$ cat src/rtl/alu_req_scheduler.sv
// alu_req_scheduler: shares one combinational 4-bit ALU between two
// valid/ready requesters. It accepts one operation at a time, registers the
// operands towards the ALU, captures the ALU outputs one cycle later and holds
// a tagged response until the consumer takes it.
// FIXED_PRIO = 0 gives round-robin arbitration; FIXED_PRIO = 1 lets requester 0
// win every simultaneous request.
// Optional build macro ALU_REQ_SCHEDULER_STATS_EN adds saturating per-requester
// grant counters on ports gnt_cnt0 / gnt_cnt1.
module alu_req_scheduler #(
    parameter int FIXED_PRIO = 0
) (
    input  logic       clk,
    input  logic       rst,
    input  logic       req0_valid,
    output logic       req0_ready,
    input  logic [3:0] req0_a,
    input  logic [3:0] req0_b,
    input  logic [2:0] req0_op,
    input  logic       req1_valid,
    output logic       req1_ready,
    input  logic [3:0] req1_a,
    input  logic [3:0] req1_b,
    input  logic [2:0] req1_op,
    output logic [3:0] alu_a,
    output logic [3:0] alu_b,
    output logic [2:0] alu_opcode,
    input  logic [3:0] alu_result,
    input  logic       alu_carry,
    input  logic       alu_zero,
    output logic       rsp_valid,
    input  logic       rsp_ready,
    output logic       rsp_id,
    output logic [3:0] rsp_result,
    output logic       rsp_carry,
    output logic       rsp_zero,
    output logic       busy
`ifdef ALU_REQ_SCHEDULER_STATS_EN
    ,
    output logic [7:0] gnt_cnt0,
    output logic [7:0] gnt_cnt1
`endif
);

    typedef enum logic [1:0] {
        IDLE = 2'd0,
        EXEC = 2'd1,
        RESP = 2'd2
    } state_t;

    state_t     state_q, state_d;
    logic [3:0] alu_a_q, alu_a_d;
    logic [3:0] alu_b_q, alu_b_d;
    logic [2:0] alu_op_q, alu_op_d;
    logic       rsp_valid_q, rsp_valid_d;
    logic       rsp_id_q, rsp_id_d;
    logic [3:0] rsp_result_q, rsp_result_d;
    logic       rsp_carry_q, rsp_carry_d;
    logic       rsp_zero_q, rsp_zero_d;
    logic       last_grant_q, last_grant_d;

    logic       any_valid;
    logic       grant;
    logic       accept;

    // Combinational grant: a lone requester wins; a tie goes to the requester
    // that did not win last time, or always to requester 0 under fixed priority.
    always_comb begin
        any_valid = req0_valid | req1_valid;
        grant     = 1'b0;
        if (req0_valid && req1_valid) begin
            grant = (FIXED_PRIO != 0) ? 1'b0 : ~last_grant_q;
        end else if (req1_valid) begin
            grant = 1'b1;
        end
        accept     = (state_q == IDLE) && any_valid;
        req0_ready = accept && !grant;
        req1_ready = accept && grant;
    end

    // Next-state and datapath register updates for the IDLE/EXEC/RESP sequence.
    always_comb begin
        state_d      = state_q;
        alu_a_d      = alu_a_q;
        alu_b_d      = alu_b_q;
        alu_op_d     = alu_op_q;
        rsp_valid_d  = rsp_valid_q;
        rsp_id_d     = rsp_id_q;
        rsp_result_d = rsp_result_q;
        rsp_carry_d  = rsp_carry_q;
        rsp_zero_d   = rsp_zero_q;
        last_grant_d = last_grant_q;
        unique case (state_q)
            IDLE: begin
                if (accept) begin
                    alu_a_d      = grant ? req1_a  : req0_a;
                    alu_b_d      = grant ? req1_b  : req0_b;
                    alu_op_d     = grant ? req1_op : req0_op;
                    rsp_id_d     = grant;
                    last_grant_d = grant;
                    state_d      = EXEC;
                end
            end
            EXEC: begin
                // ALU inputs have been stable from the registers all cycle.
                rsp_result_d = alu_result;
                rsp_carry_d  = alu_carry;
                rsp_zero_d   = alu_zero;
                rsp_valid_d  = 1'b1;
                state_d      = RESP;
            end
            RESP: begin
                // Returning to IDLE here means the earliest new acceptance is
                // the cycle after the response is consumed.
                if (rsp_ready) begin
                    rsp_valid_d = 1'b0;
                    state_d     = IDLE;
                end
            end
            default: begin
                state_d = IDLE;
            end
        endcase
    end

    // State and registered outputs; reset abandons any in-flight operation.
    always_ff @(posedge clk or posedge rst) begin
        if (rst) begin
            state_q      <= IDLE;
            alu_a_q      <= 4'h0;
            alu_b_q      <= 4'h0;
            alu_op_q     <= 3'b000;
            rsp_valid_q  <= 1'b0;
            rsp_id_q     <= 1'b0;
            rsp_result_q <= 4'h0;
            rsp_carry_q  <= 1'b0;
            rsp_zero_q   <= 1'b0;
            last_grant_q <= 1'b1;
        end else begin
            state_q      <= state_d;
            alu_a_q      <= alu_a_d;
            alu_b_q      <= alu_b_d;
            alu_op_q     <= alu_op_d;
            rsp_valid_q  <= rsp_valid_d;
            rsp_id_q     <= rsp_id_d;
            rsp_result_q <= rsp_result_d;
            rsp_carry_q  <= rsp_carry_d;
            rsp_zero_q   <= rsp_zero_d;
            last_grant_q <= last_grant_d;
        end
    end

    assign alu_a      = alu_a_q;
    assign alu_b      = alu_b_q;
    assign alu_opcode = alu_op_q;
    assign rsp_valid  = rsp_valid_q;
    assign rsp_id     = rsp_id_q;
    assign rsp_result = rsp_result_q;
    assign rsp_carry  = rsp_carry_q;
    assign rsp_zero   = rsp_zero_q;
    assign busy       = (state_q != IDLE);

`ifdef ALU_REQ_SCHEDULER_STATS_EN
    logic [7:0] gnt_cnt0_q, gnt_cnt0_d;
    logic [7:0] gnt_cnt1_q, gnt_cnt1_d;

    // Saturating acceptance counters; observation only, never fed back.
    always_comb begin
        gnt_cnt0_d = gnt_cnt0_q;
        gnt_cnt1_d = gnt_cnt1_q;
        if (req0_ready && (gnt_cnt0_q != 8'hFF)) begin
            gnt_cnt0_d = gnt_cnt0_q + 8'd1;
        end
        if (req1_ready && (gnt_cnt1_q != 8'hFF)) begin
            gnt_cnt1_d = gnt_cnt1_q + 8'd1;
        end
    end

    // Counter registers.
    always_ff @(posedge clk or posedge rst) begin
        if (rst) begin
            gnt_cnt0_q <= 8'h00;
            gnt_cnt1_q <= 8'h00;
        end else begin
            gnt_cnt0_q <= gnt_cnt0_d;
            gnt_cnt1_q <= gnt_cnt1_d;
        end
    end

    assign gnt_cnt0 = gnt_cnt0_q;
    assign gnt_cnt1 = gnt_cnt1_q;
`endif

endmodule

$ cat config.mk
export PLATFORM = sky130hd
export DESIGN_NAME = alu_req_scheduler
export DESIGN_NICKNAME = d
export VERILOG_FILES = /design/src/rtl/alu_req_scheduler.sv
export SDC_FILE = /design/constraint.sdc
export NUM_CORES = 1
export LEC_CHECK = 0
export CAP_MARGIN = 10
export CORE_ASPECT_RATIO = 1.5
export CORE_MARGIN = 2
export CORE_UTILIZATION = 38
export CTS_BUF_LIST = sky130_fd_sc_hd__clkbuf_16
export CTS_CLUSTER_DIAMETER = 80
export DETAILED_ROUTE_END_ITERATION = 16
export HOLD_SLACK_MARGIN = 0.12
export PLACE_DENSITY = 0.79
export SETUP_SLACK_MARGIN = 0.05
export SKIP_CTS_REPAIR_TIMING = 1
export SLEW_MARGIN = 20
export SYNTH_ARGS = -nofsm -noshare
export SYNTH_HDL_FRONTEND = slang
export SYNTH_SLANG_ARGS = --single-unit
$ cat constraint.sdc
create_clock -name clk -period 1.6 [get_ports clk]
set_input_delay 0.32 -clock clk [delete_from_list [all_inputs] [get_ports clk]]
set_output_delay 0.32 -clock clk [all_outputs]
set_load 0.005 [all_outputs]
==> results of run 1 <==
## cells in the mapped netlist, drive strengths merged
cell type	instances
a21bo	1
a21o	2
a21oi	2
a221o	2
buf	2
clkbuf	1
dfrtp	21
dfstp	1
inv	4
mux2	24
nand2	1
nor2	1
nor2b	2
nor3	1
nor3b	1
o2111a	2
o21ai	1
or2	1
## report_power, final
part	internal [uW]	total (uW)	switching, uW
combinational	1080	1580	503
clock	333	521	188
sequential	857	1040	181
total	2270	3140	872
## cells in the final DEF, fill, tap and decap left out, types with 2 or more instances in the layout
master / synthesis / routed
mux2_2: 17 / 17
clkbuf_16: 0 / 4
inv_1: 4 / 4
dfrtp_1: 21 / 20
a21oi_1: 2 / 2
a21o_1: 2 / 2
a221o_1: 2 / 2
buf_4: 0 / 11
dlymetal6s2s_1: 0 / 4
clkdlybuf4s50_1: 0 / 49
o2111a_1: 2 / 2
mux2_4: 7 / 7
buf_6: 1 / 2
## tightest hold or removal path: cells and delay by family
family	cells	cell delay (ns)
buffers and inverters	3	0.73
## worst max path at each step
stage | cells past startpoint | slack [ns] | endpoint
final | 5 | -0.03 | alu_a[1]$_DFFE_PP0P_
after global routing | 5 | -0.07 | alu_a[2]$_DFFE_PP0P_
after CTS | 4 | -0.54 | req1_ready
after detailed placement | 4 | -0.52 | req1_ready
after global placement | 4 | -0.51 | req1_ready
after floorplan | 4 | 0.14 | alu_a[0]$_DFFE_PP0P_
## flip-flops by register name, summed over array words and instances (netlist names)
register	cells
rsp_result	4
rsp_carry	1
alu_a	4
rsp_zero	1
last_grant_q	1
rsp_valid	1
alu_opcode	3
state_q	2
rsp_id	1
alu_b	4
## routing by layer
metal  GRT usage  vias to the layer above  share of wire
li1            -                      391              -
met1       0.162                      413           0.38
met2       0.300                       45           0.54
met3      0.0615                        0          0.080
met4      0.0500                        0              0
met5           0                        -              0
## metrics by stage
step / setup TNS, ns / hold WS, ns
after floorplan: 0 / 0.308
after global placement: -5.32 / 0.473
after detailed placement: -5.47 / 0.486
after CTS: -3.01 / 0.419
after global routing: -0.409 / 0.457
final: -0.0767 / 0.405
## cell families (layout without fill, tap and decap cells)
family	Yosys count	count (layout)	share of synthesized area
buffers and inverters	7	77	0.0345
and+or+nand+nor	7	7	0.0382
muxes	24	24	0.292
AOI/OAI and AO/OA	10	10	0.0912
DFF	22	22	0.544
## layout make-up
| type | count | area, um2 | share of cell area |
|---|---|---|---|
| Clock inverter | 1 | 3.75 | 0.00205 |
| Sequential cell | 22 | 553 | 0.302 |
| Clock buffer | 3 | 75.1 | 0.0410 |
| Inverter | 4 | 15.0 | 0.00820 |
| Timing Repair Buffer | 69 | 696 | 0.380 |
| Tap cell | 37 | 46.3 | 0.0253 |
| Multi-Input combinational cell | 41 | 443 | 0.242 |
==> results.py, run 1 <==
metrics = {
    "layout": {
        "synthToLayoutAreaGrowth_pct": 80.5,
        "fin_cells": 177,
        "n_antenna_cell": 0,
        "fill_cells": 176,
        "drive_above_1_share": 0.364,
        "stdcell_area_um2": 1830,
        "nets": 174,
        "utilization": 0.699,
    },
    "detailed_routing": {
        "firstDrtPassIters": 4,
        "routed_wirelength_um": 2630,
        "wl_per_cell_um": 14.8,
        "viasPerCell": 4.80,
        "vias": 849,
        "drt_iter0_drc": 8,
        "ant_nets": 0,
        "drc_errors": 0,
    },
    "clock_tree": {
        "clock_sinks": 22,
        "htree_levels": 1,
        "cts_buffer_depth": 2,
        "clock_latency_ns": 0.25,
        "cts_buffers": 3,
        "cts_tree": "built",
        "root_buffer": "clkbuf_16",
        "clk_pin_slew_worst_paths_ns": 0.06,
    },
    "yosys": {
        "syn_area_um2": 1010,
        "synth_top_area_frac": 0.518,
        "syn_inst": 70,
        "syn_nets": 103,
        "yosysTopAreaCell": "dfrtp_1",
        "syn_area_per_cell_um2": 14.5,
        "yosysWarnings": 0,
        "ys_types": 20,
        "ys_seq_area_frac": 0.544,
        "synth_area_leaders": "dfrtp_1, mux2_2, mux2_4",
        "ys_seq_elements": 22,
    },
    "critical_path": {
        "critPathMaxStageDelay_ns": 0.55,
        "crit_path_cell_trace": "a21bo_4 -> buf_6 -> buf_12 -> mux2_2 -> mux2_2",
        "cpLargestDelayFamily": "multiplexers",
        "criticalPathCategory": "register to register",
        "timing.critical_path.mode_cell": "mux2_2",
        "cp_max_fo": 6,
        "rrSetupSlack_ns": -0.03,
        "startpoint_type": "register",
        "crit_start": "last_grant_q$_DFFE_PP1P_",
        "slowest_stage": "dfstp_2",
        "end_kind": "register",
        "required_ns": 1.74,
        "rr_worst_depth": 5,
        "arrival_ns": 1.77,
        "path_buf_inv": 2,
        "r2r_end": "alu_a[1]$_DFFE_PP0P_",
        "rr_startpoint": "last_grant_q$_DFFE_PP1P_",
    },
    "run_status": {
        "status": "finished, violations left",
        "violations": "negative setup slack",
    },
    "min_path": {
        "hp-class": "primary input to async pin",
    },
    "timing": {
        "hold_violations": 0,
        "finClkSkew_ns": 0.00126,
        "grt_setup_unrepaired": "yes",
        "setup_viol": 5,
        "post-route-period-util": 1.02,
        "drv_slew": 0,
        "layout_setup_ws_ns": -0.0305,
        "layout_min_cycle_time_ns": 1.63,
        "tightest_slew_ns": 0.283,
        "max_freq_ghz": 0.613,
        "slew_headroom": 0.811,
    },
    "floorplanning": {
        "io_pins": 55,
        "num_rows": 23,
        "dieArea_um2": 3110,
        "die_h_um": 67.3,
        "die_w_um": 46.2,
        "start_util": 0.387,
        "core-area_um2": 2620,
    },
    "global_routing": {
        "grt-ovfl-total": 0,
        "first_global_vias": 874,
        "grt_use_total": 0.163,
        "antenna_found_initial": 0,
        "grt_max_degree": 23,
        "grt_pass1_wl_um": 3640,
    },
    "placed_design": {
        "dp_hpwl_um": 1810,
        "place_congestion": 0.765,
        "port_buffers": 54,
        "dp_slack_ns": -0.524,
        "dp_cells": 169,
        "dpl-instance-area_um2": 1660,
    },
    "power_and_ir_drop": {
        "vdd_drop_max_uv": 892,
        "p_leak_uw": 0.000852,
        "power_density_nw_per_um2": 1710,
        "p_total_uw": 3140,
    },
    "job": {
        "max-cap-violations": 0,
    },
}
No activity file was read; power rests on OpenSTA's default activity.
==> run 2, diff against run 1 <==
Settings changed: CORE_ASPECT_RATIO 1.5 to 1.25, SKIP_CTS_REPAIR_TIMING 1 to default.
==> results.py, run 2 (synthesized netlist as in run 1, its figures left out) <==
metrics = {
    "clock_tree": {
        "cts_buffers": 3,
        "cts_tree": "built",
        "clock_sinks": 22,
        "root_buffer": "clkbuf_16",
        "clock_latency_ns": 0.25,
        "htree_levels": 1,
        "clk_pin_slew_worst_paths_ns": 0.06,
        "cts_buffer_depth": 2,
    },
    "detailed_routing": {
        "routed_wirelength_um": 2810,
        "vias": 836,
        "wl_per_cell_um": 16.1,
        "firstDrtPassIters": 4,
        "drt_iter0_drc": 10,
        "ant_nets": 0,
        "drc_errors": 0,
        "viasPerCell": 4.80,
    },
    "placed_design": {
        "port_buffers": 54,
        "dpl-instance-area_um2": 1650,
        "dp_hpwl_um": 1850,
        "dp_slack_ns": -0.581,
        "place_congestion": 0.713,
        "dp_cells": 164,
    },
    "power_and_ir_drop": {
        "seqPwrFrac": 0.311,
        "p_leak_uw": 0.000875,
        "power_density_nw_per_um2": 1780,
        "p_int_uw": 2390,
        "p_sw_uw": 947,
        "pwr-share-clk": 0.156,
        "swShare": 0.284,
        "vdd_drop_max_uv": 1100,
        "pwr-share-comb": 0.533,
    },
    "timing": {
        "tns_ns": -0.0608,
        "setup_viol": 5,
        "post-route-period-util": 1.02,
        "finClkSkew_ns": 0.00380,
        "grt_setup_unrepaired": "yes",
        "max_freq_ghz": 0.611,
        "tightest_slew_ns": 0.272,
        "slew_headroom": 0.818,
        "layout_setup_ws_ns": -0.0359,
        "layout_min_cycle_time_ns": 1.64,
        "drv_slew": 0,
        "hold_violations": 0,
    },
    "floorplanning": {
        "dieArea_um2": 3100,
        "core-area_um2": 2480,
        "io_pins": 55,
        "die_h_um": 61.8,
        "start_util": 0.410,
        "num_rows": 20,
        "die_w_um": 50.2,
    },
    "layout": {
        "synthToLayoutAreaGrowth_pct": 84.1,
        "fin_cells": 174,
        "drive_above_1_share": 0.369,
        "nets": 175,
        "layout_commonest_cell": "clkdlybuf4s50_1",
        "n_antenna_cell": 0,
        "layout_common_cells": "clkdlybuf4s50_1, dfrtp_1, mux2_4",
        "utilization": 0.754,
        "stdcell_area_um2": 1870,
    },
    "run_status": {
        "status": "finished, violations left",
        "violations": "negative setup slack",
    },
    "critical_path": {
        "startpoint_type": "register",
        "cp_max_fo": 5,
        "arrival_ns": 1.77,
        "end_kind": "register",
        "rr_startpoint": "last_grant_q$_DFFE_PP1P_",
        "criticalPathCategory": "register to register",
        "required_ns": 1.73,
        "crit_start": "last_grant_q$_DFFE_PP1P_",
    },
    "global_routing": {
        "grt_max_degree": 23,
        "antenna_found_initial": 0,
        "met1_usage": 0.241,
        "grt-busiest-layer": "met2",
        "use_met2": 0.318,
        "grt_util_met3": 0.0287,
        "grt_pass1_wl_um": 4300,
        "first_global_vias": 932,
        "grt-ovfl-total": 0,
        "grt_use_total": 0.190,
    },
    "job": {
        "max-cap-violations": 0,
    },
    "min_path": {
        "hp-class": "primary input to async pin",
    },
}
run 2: cell count changes in the layout (fill, tap and decap cells not counted), sizes merged:
| cell | previous run | this run |
|---|---|---|
| buf | 15 | 16 |
| clkbuf | 4 | 5 |
| clkdlybuf4s15 | 0 | 1 |
| clkinv | 1 | 0 |
| dlygate4sd2 | 0 | 2 |
| dlymetal6s2s | 4 | 0 |
| inv | 4 | 5 |
run 2: critical path, cell delays in order (launching register included):
cell       delay [ns]
dfstp_2          0.54
a21bo_4          0.16
buf_12           0.11
clkbuf_16        0.13
mux2_4           0.30
mux2_2           0.27
run 2: layout make-up:
cell class	instances	area (um2)
clock buffers	3	75.1
clock inverters	1	3.75
fillers	154	609
inverters	4	15.0
multi-input cells	41	487
flip-flops and latches	22	552
well taps	33	41.3
repair buffers	70	694
run 2: power groups by stage:
stage	Clock [uW]	Combinational [uW]	Sequential [uW]
6_report	520	1780	1040
5_1_grt	547	1890	1070
4_1_cts	519	1690	1030
3_5_place_dp	0	1470	1030
3_3_place_gp	0	1450	1020
2_1_floorplan	0	608	1030
run 2: metrics by stage:
stage | total power (uW) | hold slack [ns]
6_report | 3330 | 0.412
2_1_floorplan | 1640 | 0.308
3_3_place_gp | 2460 | 0.467
3_5_place_dp | 2500 | 0.471
5_1_grt | 3510 | 0.457
4_1_cts | 3230 | 0.410
run 2: worst paths after layout:
path | to | slack (ns) | cells past startpoint
worst max-delay path | alu_a[0]$_DFFE_PP0P_ | -0.04 | 5
worst max register to register | alu_a[0]$_DFFE_PP0P_ | -0.04 | 5
worst min-delay path | rsp_result[3]$_DFFE_PP0P_ | 0.41 | 3
min in group clk | rsp_id$_DFFE_PP0P_ | 0.49 | 1
worst min register to register | rsp_id$_DFFE_PP0P_ | 0.49 | 1
max in group asynchronous | last_grant_q$_DFFE_PP1P_ | 0.92 | 3
run 2: timing repair:
| item | in CTS | in global routing |
|---|---|---|
| gates resized for setup | 26 | 7 |
| pin swaps | 1 | 2 |
| hold buffers | 0 | 0 |
| endpoints found under the setup margin | 12 | 12 |
| setup buffers | 5 | 0 |
| gates cloned | 0 | 1 |
run 2: metal layers:
metal,vias to the layer above,share of wire
li1,392,-
met1,406,0.40
met2,32,0.53
met3,6,0.049
met4,0,0.020
met5,-,0
==> run 3, diff against run 2 <==
Settings changed: CTS_CLUSTER_DIAMETER 80 to default.
==> results of run 3 <==
Final layout, timing and power as in run 2 (identical DEF).
